**config.mk**
```make
export PLATFORM = sky130hd
export DESIGN_NAME = pll_profile_manager
export DESIGN_NICKNAME = d
export VERILOG_FILES = /design/src/rtl/pll_profile_manager.sv
export SDC_FILE = /design/constraint.sdc
export NUM_CORES = 1
export LEC_CHECK = 0
export ABC_CLOCK_PERIOD_IN_PS = 2250
export CORE_MARGIN = 5
export CORE_UTILIZATION = 50
export CTS_BUF_LIST = sky130_fd_sc_hd__clkbuf_8
export DETAILED_ROUTE_END_ITERATION = 6
export GPL_ROUTABILITY_DRIVEN = 0
export PLACE_DENSITY = 0.78
export SETUP_SLACK_MARGIN = 0.2
export SLEW_MARGIN = 10
export SYNTH_ARGS = -nofsm -noshare
export SYNTH_HDL_FRONTEND = slang
export SYNTH_SLANG_ARGS = --single-unit
export TNS_END_PERCENT = 10
```
**constraint.sdc**
```tcl
create_clock -name clock -period 2.25 [get_ports clock]
set_clock_uncertainty 0.05 [all_clocks]
set_input_delay 0.45 -clock clock [delete_from_list [all_inputs] [get_ports clock]]
set_output_delay 0.45 -clock clock [all_outputs]
set_load 0.02 [all_outputs]
```
**src/rtl/pll_profile_manager.sv**
```systemverilog
`default_nettype none
// ============================================================================
//  Module      : pll_profile_manager
//  Description : Multi-profile PLL reconfiguration sequencer with lock-wait,
//                bounded retries and filtered lock-loss recovery.
//  Revision    : 1.0  initial release
// ============================================================================
module pll_profile_manager #(
    parameter int PROFILE_W     = 8,
    parameter int AUTO_APPLY    = 1,
    parameter int ARESET_CYCLES = 16,
    parameter int LOCK_TIMEOUT  = 65535,
    parameter int BUSY_TIMEOUT  = 1023,
    parameter int LOSS_FILTER   = 4,
    parameter int MAX_RETRIES   = 3,
    localparam int RETRY_W      = (MAX_RETRIES < 3) ? 2 : $clog2(MAX_RETRIES + 1)
) (
    input  logic                 clock,
    input  logic                 reset,
    input  logic [PROFILE_W-1:0] profile_sel,
    input  logic                 apply,
    input  logic                 pll_locked,
    input  logic                 reconf_busy,
    output logic                 reconf_start,
    output logic [PROFILE_W-1:0] rom_profile,
    output logic                 pll_areset,
    output logic                 ready,
    output logic                 error,
    output logic [PROFILE_W-1:0] active_profile,
    output logic [RETRY_W-1:0]   retry_count,
    output logic [7:0]           lockloss_count
);

    localparam int c_cnt_max0 = (LOCK_TIMEOUT > BUSY_TIMEOUT) ? LOCK_TIMEOUT : BUSY_TIMEOUT;
    localparam int c_cnt_max  = (c_cnt_max0 > ARESET_CYCLES) ? c_cnt_max0 : ARESET_CYCLES;
    localparam int CNT_W      = $clog2(c_cnt_max + 1);
    localparam int FILT_W     = $clog2(LOSS_FILTER + 1);

    localparam logic [CNT_W-1:0]   c_busy_last   = CNT_W'(BUSY_TIMEOUT - 1);
    localparam logic [CNT_W-1:0]   c_lock_last   = CNT_W'(LOCK_TIMEOUT - 1);
    localparam logic [CNT_W-1:0]   c_areset_last = CNT_W'(ARESET_CYCLES - 1);
    localparam logic [FILT_W-1:0]  c_filt_last   = FILT_W'(LOSS_FILTER - 1);
    localparam logic [RETRY_W-1:0] c_max_retry   = RETRY_W'(MAX_RETRIES);

    typedef enum logic [2:0] {
        S_BOOT      = 3'd0,
        S_START     = 3'd1,
        S_BUSY_HI   = 3'd2,
        S_BUSY_LO   = 3'd3,
        S_ARESET    = 3'd4,
        S_WAIT_LOCK = 3'd5,
        S_LOCKED    = 3'd6,
        S_FAIL      = 3'd7
    } state_t;

    state_t               r_state;
    state_t               w_next;
    logic [1:0]           r_sync;
    logic [CNT_W-1:0]     r_cnt;
    logic [FILT_W-1:0]    r_filt;
    logic [PROFILE_W-1:0] r_rom;
    logic [PROFILE_W-1:0] r_active;
    logic [RETRY_W-1:0]   r_retry;
    logic [7:0]           r_lockloss;
    logic                 r_pending;

    logic w_lock_sync;
    logic w_auto;
    logic w_req;
    logic w_req_any;
    logic w_in_flight;
    logic w_fail;
    logic w_lock_ok;
    logic w_loss;
    logic w_serve;

    assign w_lock_sync = r_sync[1];
    // Auto-apply compares against the targeted profile: it equals active_profile
    // in LOCKED, and in FAIL it keeps a failed profile from being retried forever.
    assign w_auto      = (AUTO_APPLY != 0) && (profile_sel != r_rom);
    assign w_req       = apply || w_auto;
    assign w_req_any   = w_req || r_pending;
    assign w_in_flight = (r_state != S_BOOT) && (r_state != S_LOCKED) && (r_state != S_FAIL);

    always_comb begin
        w_next    = r_state;
        w_fail    = 1'b0;
        w_lock_ok = 1'b0;
        w_loss    = 1'b0;
        w_serve   = 1'b0;
        case (r_state)
            S_BOOT:    w_next = S_START;
            S_START:   w_next = S_BUSY_HI;
            S_BUSY_HI: begin
                if (reconf_busy)               w_next = S_BUSY_LO;
                else if (r_cnt == c_busy_last) w_fail = 1'b1;
            end
            S_BUSY_LO: begin
                if (!reconf_busy)              w_next = S_ARESET;
                else if (r_cnt == c_busy_last) w_fail = 1'b1;
            end
            S_ARESET: begin
                if (r_cnt == c_areset_last)    w_next = S_WAIT_LOCK;
            end
            S_WAIT_LOCK: begin
                if (w_lock_sync && (r_filt == c_filt_last)) begin
                    w_lock_ok = 1'b1;
                    w_next    = S_LOCKED;
                end else if (r_cnt == c_lock_last) begin
                    w_fail = 1'b1;
                end
            end
            S_LOCKED: begin
                w_loss = !w_lock_sync && (r_filt == c_filt_last);
                if (w_req_any) begin
                    w_serve = 1'b1;
                    w_next  = S_START;
                end else if (w_loss) begin
                    w_next  = S_ARESET;
                end
            end
            S_FAIL: begin
                if (w_req_any) begin
                    w_serve = 1'b1;
                    w_next  = S_START;
                end
            end
            default:   w_next = S_BOOT;
        endcase
        if (w_fail) w_next = (r_retry < c_max_retry) ? S_START : S_FAIL;
    end

    always_ff @(posedge clock) begin
        if (reset) begin
            r_state    <= S_BOOT;
            r_sync     <= 2'b00;
            r_cnt      <= '0;
            r_filt     <= '0;
            r_rom      <= '0;
            r_active   <= '0;
            r_retry    <= '0;
            r_lockloss <= '0;
            r_pending  <= 1'b0;
        end else begin
            r_state <= w_next;
            r_sync  <= {r_sync[0], pll_locked};
            r_cnt   <= (w_next != r_state) ? '0 : r_cnt + 1'b1;

            // Run length of synced lock while waiting, of synced unlock while locked
            if (w_next != r_state)                       r_filt <= '0;
            else if (r_state == S_WAIT_LOCK)             r_filt <= w_lock_sync ? r_filt + 1'b1 : '0;
            else if (r_state == S_LOCKED)                r_filt <= w_lock_sync ? '0 : r_filt + 1'b1;
            else                                         r_filt <= '0;

            if (r_state == S_BOOT) r_rom <= profile_sel;

            if (w_serve) begin
                r_rom     <= profile_sel;
                r_retry   <= '0;
                r_pending <= 1'b0;
            end else if (w_req && w_in_flight) begin
                r_pending <= 1'b1;
            end

            if (w_lock_ok) begin
                r_active <= r_rom;
                r_retry  <= '0;
            end

            if (w_fail && (r_retry < c_max_retry)) r_retry <= r_retry + 1'b1;

            if (w_loss && (r_lockloss != 8'hFF)) r_lockloss <= r_lockloss + 1'b1;
        end
    end

    assign reconf_start   = (r_state == S_START);
    assign pll_areset     = (r_state == S_BOOT) || (r_state == S_ARESET);
    assign ready          = (r_state == S_LOCKED);
    assign error          = (r_state == S_FAIL);
    assign rom_profile    = r_rom;
    assign active_profile = r_active;
    assign retry_count    = r_retry;
    assign lockloss_count = r_lockloss;

endmodule
`default_nettype wire

```
==> impl_metrics.json, run 1 <==
{
  "yosys_warnings": 0,
  "synth-seq-area-share": 0.373,
  "slew_viol_final": 0,
  "cap_violations": 0,
  "cts_tree": "built",
  "synth-edff-count": 0,
  "yosys.area.top_type": "dfxtp_1",
  "synth_area_um2": 2740,
  "power-per-cell-area_nw_per_um2": 571,
  "die_w_um": 84.0,
  "maxSlewHeadroom": 0.650,
  "drt_first_pass_iters": 5,
  "period_share": 0.992,
  "ys_ff_latch": 51,
  "crit_required_ps": 2390,
  "wl_met3_um": 434,
  "clk_latency_ps": 300,
  "p_leak_nw": 1.40,
  "hold_buffers": 0,
  "rows": 27,
  "period_minus_slack_ps": 2230,
  "vdd_ir_drop_max_mv": 0.441,
  "htree_levels": 2,
  "routed_wl_um": 7930,
  "synthDistinctLibCells": 48,
  "initial_utilization": 0.506,
  "n_antenna_cell": 0,
  "rsz0062_at_grt": "true",
  "tightest_slew_ps": 524,
  "cp_max_fo": 4,
  "io_buffers": 42,
  "ys_top_cells_by_area": "dfxtp_1 (37%), xor2_1 (5.4%), nand2_1 (5.3%)",
  "critPathKind": "in -> reg",
  "dp_hpwl_um": 4640,
  "drt_iter0_drc": 288,
  "netlist_instances": 312,
  "wl_met1_um": 3300,
  "finalHoldViolations": 0,
  "postPlaceCellArea_um2": 3430,
  "clockRootBuffer": "clkbuf_8",
  "cp.arrival_ps": 2370,
  "wl_per_cell_um": 17.4,
  "topRoutingLayerUsed": "met4",
  "drive_gt1_frac": 0.287,
  "final_cell_area_um2": 3940,
  "wl_met2_um": 4010,
  "grt_max_degree": 27,
  "via_count": 2665,
  "synth_nets": 331,
  "vias_per_cell": 5.86,
  "grtUsageTotal": 0.214,
  "drcViolationCount": 0,
  "grt_pass1_wl_um": 12600,
  "end_kind": "register",
  "cts.path.max_buffers": 2,
  "whs_ps": 383,
  "drt.antenna.violating_nets": 0,
  "start_kind": "primary input",
  "async_flop_share": 0,
  "path_clk_slew_ps": 90,
  "grt_pass1_vias": 2616,
  "antenna_found_initial": 0,
  "synth.avg_cell_area_um2": 8.77,
  "clock-sinks": 51,
  "synth_ff_type": "dfxtp_1",
  "status": "completed",
  "io_pins": 43,
  "syn_to_final_growth_pct": 44.1,
  "dieArea_um2": 7060,
  "synth_top_area_frac": 0.373,
  "nNetsFinal": 401,
  "fmax_mhz": 448,
  "min_path_type": "reg -> reg",
  "finalSetupViolCount": 0,
  "rrSetupSlack_ps": 30,
  "die_y_um": 84.0,
  "core_area_um2": 5410,
  "grt.overflow.total": 0,
  "numCtsBuffers": 5
}
-- sequential cells by signal (all words and copies together), names as in the netlist --
name	cells
r_filt	3
active_profile	8
r_sync	2
r_cnt	16
retry_count	2
r_pending	1
rom_profile	8
lockloss_count	8
r_state	3
-- synthesized netlist by cell type, types with 2 or more instances --
master    instances
nor4_4            2
ha_1              6
inv_1             6
and3_1            2
dfxtp_1          51
and4_1            4
or3_1             2
clkbuf_1         10
buf_2             3
nor4_2           11
nand4_1          10
xnor2_1          11
a211oi_2          2
nand4_2           2
a21oi_1          21
buf_6             2
nand2_1          39
buf_4             2
nor3_1            5
xor2_1           17
o21ai_0          12
nor2b_1           6
nor2_1           22
nand2b_1          3
or4_1             4
nor4_1            9
a31oi_1           2
nand3_1          26
-- power by group --
group / switching, mW / internal, mW / leakage (nW)
Combinational: 0.365 / 0.248 / 0.925
Sequential: 0.0437 / 0.935 / 0.417
Clock: 0.301 / 0.360 / 0.0612
-- what timing repair did --
item                                    CTS  global route
pin swaps                                10            24
gates cloned                              1             0
endpoints found under the setup margin   36            38
resized for setup                        34            41
buffers inserted                          6             2
-- cell type report --
class,count,area [um^2]
repair buffers,80,793
clock inverters,2,35.0
multi-input cells,238,1890
well taps,72,90.1
flip-flops and latches,51,1030
clock buffers,6,82.6
fillers,351,1460
inverters,6,22.5
-- cell usage in the layout, fill, tap and decap left out, types with 5 or more instances in the layout --
| master | count |
|---|---|
| nor4_2 | 13 |
| buf_6 | 7 |
| dfxtp_1 | 44 |
| clkbuf_8 | 6 |
| nand4_1 | 10 |
| xnor2_1 | 10 |
| nor4_4 | 7 |
| inv_1 | 6 |
| buf_4 | 26 |
| a21oi_1 | 17 |
| clkdlybuf4s50_1 | 28 |
| nand3_1 | 26 |
| dlygate4sd2_1 | 9 |
| nand2_1 | 38 |
| o21ai_0 | 12 |
| dfxtp_2 | 5 |
| a21oi_2 | 5 |
| nor2_1 | 16 |
| xor2_1 | 13 |
| nor2b_1 | 5 |
-- layer usage --
layer	GRT usage	up-vias
li1	-	1254
met1	0.285	1279
met2	0.360	109
met3	0.0346	23
met4	0.0585	0
met5	0	-
-- logic make-up after synthesis --
family	Yosys count	synth area share
buffers and inverters	23	0.0411
AND/OR/NAND/NOR	152	0.328
AO/OA/AOI/OAI	49	0.119
adder cells (fa/ha/maj)	6	0.0274
XOR/XNOR	29	0.0996
multiplexers	2	0.0119
flip-flops	51	0.373
-- per-stage QoR --
step | setup slack [ps] | power, mW | util | TNS (ps) | std cells
6_report | 18.8 | 2.25 | 0.730 | 0 | 455
2_1_floorplan | 172 | 1.30 | - | 0 | 312
5_1_grt | -47.2 | 2.34 | 0.730 | -93.4 | 455
4_1_cts | 33.3 | 2.17 | 0.691 | 0 | 453
3_3_place_gp | -431 | 1.47 | 0.635 | -10290 | 438
3_5_place_dp | -530 | 1.48 | 0.635 | -12860 | 438
-- critical path, cell delays in order --
cell and delay (ps):
dlygate4sd2_1 270, xor2_2 170, nor4_4 350, a41oi_4 210
buf_6 180, buf_4 130, buf_4 130, nor2_4 110
nand4_1 150, nor4_2 200
-- worst paths after layout --
check	cells after the start	endpoint	startpoint
max	10	r_filt[1]	profile_sel[6]
min	1	r_sync[1]	r_sync[0]
max reg2reg	9	r_filt[1]	rom_profile[5]
min reg2reg	1	r_sync[1]	r_sync[0]
(Power assumes the default switching activity.)
==> inputs of run 2 (changes only) <==
Settings changed: CELL_PAD_IN_SITES_DETAIL_PLACEMENT set to 1, CELL_PAD_IN_SITES_GLOBAL_PLACEMENT set to 1, CORE_ASPECT_RATIO set to 0.8, CORE_UTILIZATION 50 to 38, PLACE_DENSITY 0.78 to not set, PLACE_DENSITY_LB_ADDON set to 0.1.
==> run 2 against run 1 <==
Sequential share of layout area is 0.19 points lower. Total power is 4.4% lower. Routed wire length is 9.6% higher. Non-clock buffer count is 20 higher. First-iteration DRC count is 71% lower. Register-to-register slack hardly changed. Critical path depth stayed put. Final cell count is 7.7% higher. Design area is 0.35% higher. Combinational power is 3% higher. Count of clock-buffer cells in the layout is 1 lower. Via count is 0.53% lower. Critical path type is now reg -> reg.
==> impl_metrics.json, run 2 (synthesis results as in run 1) <==
{
  "clk_latency_ps": 320,
  "numCtsBuffers": 5,
  "critPathKind": "reg -> reg",
  "pre_cts_ws_ps": -491,
  "grt.overflow.total": 0,
  "p_comb_frac": 0.293,
  "largest_reg_flops": 16,
  "routed_wl_um": 8690,
  "power-per-cell-area_nw_per_um2": 544,
  "cp_max_fo": 14,
  "finalSetupViolCount": 0,
  "rsz0062_at_grt": "true",
  "wl_per_cell_um": 17.7,
  "grt_max_degree": 24,
  "cp.arrival_ps": 2390,
  "drive_gt1_frac": 0.288,
  "io_buffers": 42,
  "intPower_mw": 1.44,
  "period_minus_slack_ps": 2220,
  "maxSlewHeadroom": 0.637,
  "worst_slack_ps": 34.8,
  "core_area_um2": 6960,
  "nNetsFinal": 421,
  "cts.path.max_buffers": 2,
  "cap_violations": 0,
  "crit_required_ps": 2430,
  "drcViolationCount": 0,
  "hold_buffers": 0,
  "die_y_um": 85.9,
  "stdcell_count": 490,
  "n_antenna_cell": 0,
  "vias_per_cell": 5.41,
  "antenna_found_initial": 0,
  "io_pins": 43,
  "htree_levels": 2,
  "dp_hpwl_um": 6090,
  "seqCellArea_um2": 1030,
  "layout_commonest_cell": "buf_4",
  "grt_pass1_vias": 2723,
  "switchingPower_uw": 717,
  "post-route-util": 0.569,
  "placed_cells": 467,
  "die_w_um": 105,
  "status": "completed",
  "max_flop_register": "r_cnt",
  "dieArea_um2": 9010,
  "pwr-share-seq": 0.451,
  "finalHoldViolations": 0,
  "p_sw_frac": 0.333,
  "clock-sinks": 51,
  "grt_pass1_wl_um": 14000,
  "start_kind": "register",
  "path_clk_slew_ps": 100,
  "fmax_mhz": 451,
  "vdd_ir_drop_max_mv": 0.263,
  "syn_to_final_growth_pct": 44.6,
  "totalPowerFinal_mw": 2.15,
  "slew_viol_final": 0,
  "whs_ps": 408,
  "final_cell_mix": "buf_4 (46), dfxtp_1 (45), nand2_1 (39)",
  "clkPwrFrac": 0.256,
  "cts_tree": "built",
  "drt.antenna.violating_nets": 0,
  "via_count": 2651,
  "min_path_type": "reg -> reg",
  "clockRootBuffer": "clkbuf_8",
  "final.fill_count": 809,
  "period_share": 0.985,
  "grtUsageTotal": 0.192,
  "drt_iter0_drc": 83,
  "initial_utilization": 0.393,
  "rows": 27,
  "p_leak_nw": 1.49,
  "multi_input_area_um2": 1770,
  "drt_first_pass_iters": 4,
  "tightest_slew_ps": 543,
  "end_kind": "register"
}
==> run 2: changes by cell type in the layout (fill, tap and decap cells not counted), sizes merged <==
cell          before  now
clkinvlp           0    1
inv                6    8
bufbuf             0    1
clkinv             1    0
bufinv             1    0
buf               39   58
dlymetal6s2s       3    2
==> run 2: power groups by stage <==
stage / clock, mW / combinational [mW] / sequential (mW)
floorplan: 0 / 0.301 / 1.00
global route: 0.607 / 0.671 / 0.976
global placement: 0 / 0.532 / 0.985
detailed placement: 0 / 0.549 / 0.986
finish: 0.552 / 0.631 / 0.971
CTS: 0.567 / 0.606 / 0.969
==> run 2: final timing paths <==
| check | depth (start not counted) | startpoint | endpoint | slack [ps] |
|---|---|---|---|---|
| worst max-delay path | 10 | r_filt[1] | r_cnt[11] | 30 |
| worst min-delay path | 1 | r_sync[0] | r_sync[1] | 410 |
| worst max register to register | 10 | r_filt[1] | r_cnt[11] | 30 |
| worst min register to register | 1 | r_sync[0] | r_sync[1] | 410 |
==> run 2: stage by stage <==
stage / area (um^2) / setup TNS [ps]
2_1_floorplan: 2760 / 0
3_3_place_gp: 3550 / -10450
3_5_place_dp: 3550 / -12150
4_1_cts: 3860 / 0
5_1_grt: 3960 / -886
6_report: 3960 / 0
==> run 2: critical path, cell delays in order, from the launching register on <==
cell and delay, ps:
dfxtp_2 340, ha_4 160, ha_4 170, a21boi_4 190, nand4_2 110, buf_4 170
a21o_1 190, a31oi_4 210, xor2_4 130, buf_12 170, nor4_1 230
==> run 2: per-layer routing <==
metal	global-route usage	vias to the layer above	routed length, um
met3	0.0339	10	398
met4	0.0534	0	97
li1	-	1288	-
met2	0.319	44	4180
met5	0	-	0
met1	0.257	1309	4010
==> run 2: final cells by class <==
type	count	area share
Sequential cell	51	0.261
Clock inverter	3	0.00506
Tap cell	87	0.0275
Timing Repair Buffer	100	0.238
Multi-Input combinational cell	238	0.446
Inverter	6	0.00569
Clock buffer	5	0.0174
==> run 2: timing repair <==
action,4_1_cts,5_1_grt
cloned,1,0
resized for setup,31,22
pin swaps,9,4
setup endpoints to repair,38,41
buffers inserted,12,2
==> inputs of run 3 (changes only) <==
Settings changed: CORE_ASPECT_RATIO 0.8 to 0.9, CORE_MARGIN 5 to not set, CORE_UTILIZATION 38 to 45, DONT_BUFFER_PORTS set to 1.
==> run 3 against run 2 <==
The run now ends with design-rule violations left. Register-to-register slack improved by 40 ps. Sequential power fell by 0.6%. Via count fell by 7.5%. Count of clock-buffer cells in the layout did not move. Flip-flop and latch count did not move. Critical path type unchanged. Largest power group unchanged. Highest routed layer unchanged.
==> impl_metrics.json, run 3 (synthesis results as in run 1) <==
{
  "status": "finished with violations",
  "violations": "design-rule violations",
  "path_clk_slew_ps": 100,
  "cpPeakStageDelay_ps": 350,
  "fmax_mhz": 461,
  "min_path_type": "in -> reg",
  "period_minus_slack_ps": 2170,
  "clock-sinks": 51,
  "antenna_found_initial": 0,
  "clk_latency_ps": 310,
  "numCtsBuffers": 5,
  "drt.antenna.violating_nets": 0,
  "cap_violations": 0,
  "seqCellArea_um2": 1030,
  "clockRootBuffer": "clkbuf_8",
  "drive_gt1_frac": 0.325,
  "critPathKind": "reg -> reg",
  "rows": 26,
  "rrSetupSlack_ps": 80,
  "totalPowerFinal_mw": 2.07,
  "largest_reg_flops": 16,
  "period_share": 0.965,
  "io_pins": 43,
  "grt.overflow.total": 0,
  "grt_pass1_vias": 2446,
  "grt_max_degree": 52,
  "tightest_slew_ps": 515,
  "drt_iter0_drc": 111,
  "htree_levels": 2,
  "die_w_um": 84.2,
  "layout_commonest_cell": "dfxtp_1",
  "io_buffers": 0,
  "max_flop_register": "r_cnt",
  "cts_tree": "built",
  "nNetsFinal": 369,
  "n_antenna_cell": 0,
  "p_leak_nw": 1.21,
  "postPlaceCellArea_um2": 3110,
  "cp_max_fo": 19,
  "wl_per_cell_um": 17.5,
  "cts.path.max_buffers": 2,
  "finalHoldViolations": 0,
  "initial_utilization": 0.475,
  "setup_tns_ps": 0,
  "cp_cell_sequence": "ha_4, ha_4, a21boi_4, nand4_1, a211oi_4, a31oi_4, xor2_4, buf_12, nor4_1",
  "finalSetupViolCount": 0,
  "grt_pass1_wl_um": 12100,
  "hold_buffers": 0,
  "drcViolationCount": 4,
  "pre_cts_ws_ps": -115,
  "via_count": 2451,
  "crit_top_cell": "ha_4",
  "drt_first_pass_iters": 6,
  "crit_required_ps": 2420,
  "grtUsageTotal": 0.236,
  "vias_per_cell": 5.82,
  "final_cell_mix": "dfxtp_1 (43), buf_4 (41), nand2_1 (38)",
  "vdd_ir_drop_max_mv": 0.411,
  "worst_slack_ps": 78.5,
  "dieArea_um2": 6400,
  "maxSlewHeadroom": 0.655,
  "multi_input_area_um2": 1810,
  "power-per-cell-area_nw_per_um2": 600,
  "die_y_um": 76.0,
  "routed_wl_um": 7370,
  "rsz0062_at_grt": "true",
  "core_area_um2": 5760,
  "cp.arrival_ps": 2340,
  "final.fill_count": 671,
  "slowest_stage": "dfxtp_2",
  "syn_to_final_growth_pct": 26.2,
  "end_kind": "register",
  "final_cell_area_um2": 3460,
  "start_kind": "register",
  "dp_hpwl_um": 4940,
  "slew_viol_final": 0
}
run 3: changes by cell type in the layout (fill, tap and decap cells not counted), moves of 3 or more:
cell             delta
buf_4               -5
a21oi_2             +4
dfxtp_2             +3
nor4_1              -5
clkdlybuf4s50_1    -28
dlygate4sd2_1       -9
buf_6               -3
xor2_1              +3
nor4_4              +4
xor2_2              -3
a21oi_1             -4
run 3: timing repair:
item	CTS	global route
setup buffers	2	4
pin swaps	2	10
gates resized for setup	2	42
endpoints found under the setup margin	23	35
run 3: area by class of cell:
| cell class | instances | area share |
|---|---|---|
| tap | 70 | 0.0253 |
| clock buffer | 5 | 0.0199 |
| timing repair buffer | 48 | 0.119 |
| multi-input combinational | 238 | 0.524 |
| inverter | 6 | 0.00652 |
| clock inverter | 3 | 0.00688 |
| sequential | 51 | 0.298 |
run 3: final timing paths:
kind              startpoint        end  cells past startpoint
hold reg to reg    r_sync[0]  r_sync[1]                      1
hold / removal         reset  r_sync[0]                      1
setup reg to reg   r_filt[1]  r_filt[1]                      9
setup / recovery   r_filt[1]  r_filt[1]                      9
run 3: power by group:
| group | internal (mW) | switching (mW) |
|---|---|---|
| clock network | 0.225 | 0.333 |
| registers | 0.936 | 0.0294 |
| logic | 0.216 | 0.334 |
run 3: critical path: cells and delay by family, from the launching register on:
kind / cells / cell delay [ps]
compound gates: 3 / 590
simple gates: 2 / 390
flops: 1 / 350
fa+ha+maj: 2 / 330
xor+xnor: 1 / 200
buf+inv: 1 / 170
run 3: per-layer routing:
metal | global-route usage | up-vias | part of all wire
met5 | 0 | - | 0
met4 | 0.0466 | 0 | 0.0028
met3 | 0.0423 | 2 | 0.033
met2 | 0.389 | 37 | 0.48
met1 | 0.326 | 1212 | 0.49
li1 | - | 1200 | -
run 3: stage by stage:
stage	hold WS, ps	utilization	cells
after floorplan	364	-	312
after global placement	381	0.540	407
final	149	0.600	421
after CTS	140	0.561	417
after global routing	126	0.600	421
after detailed placement	385	0.540	407
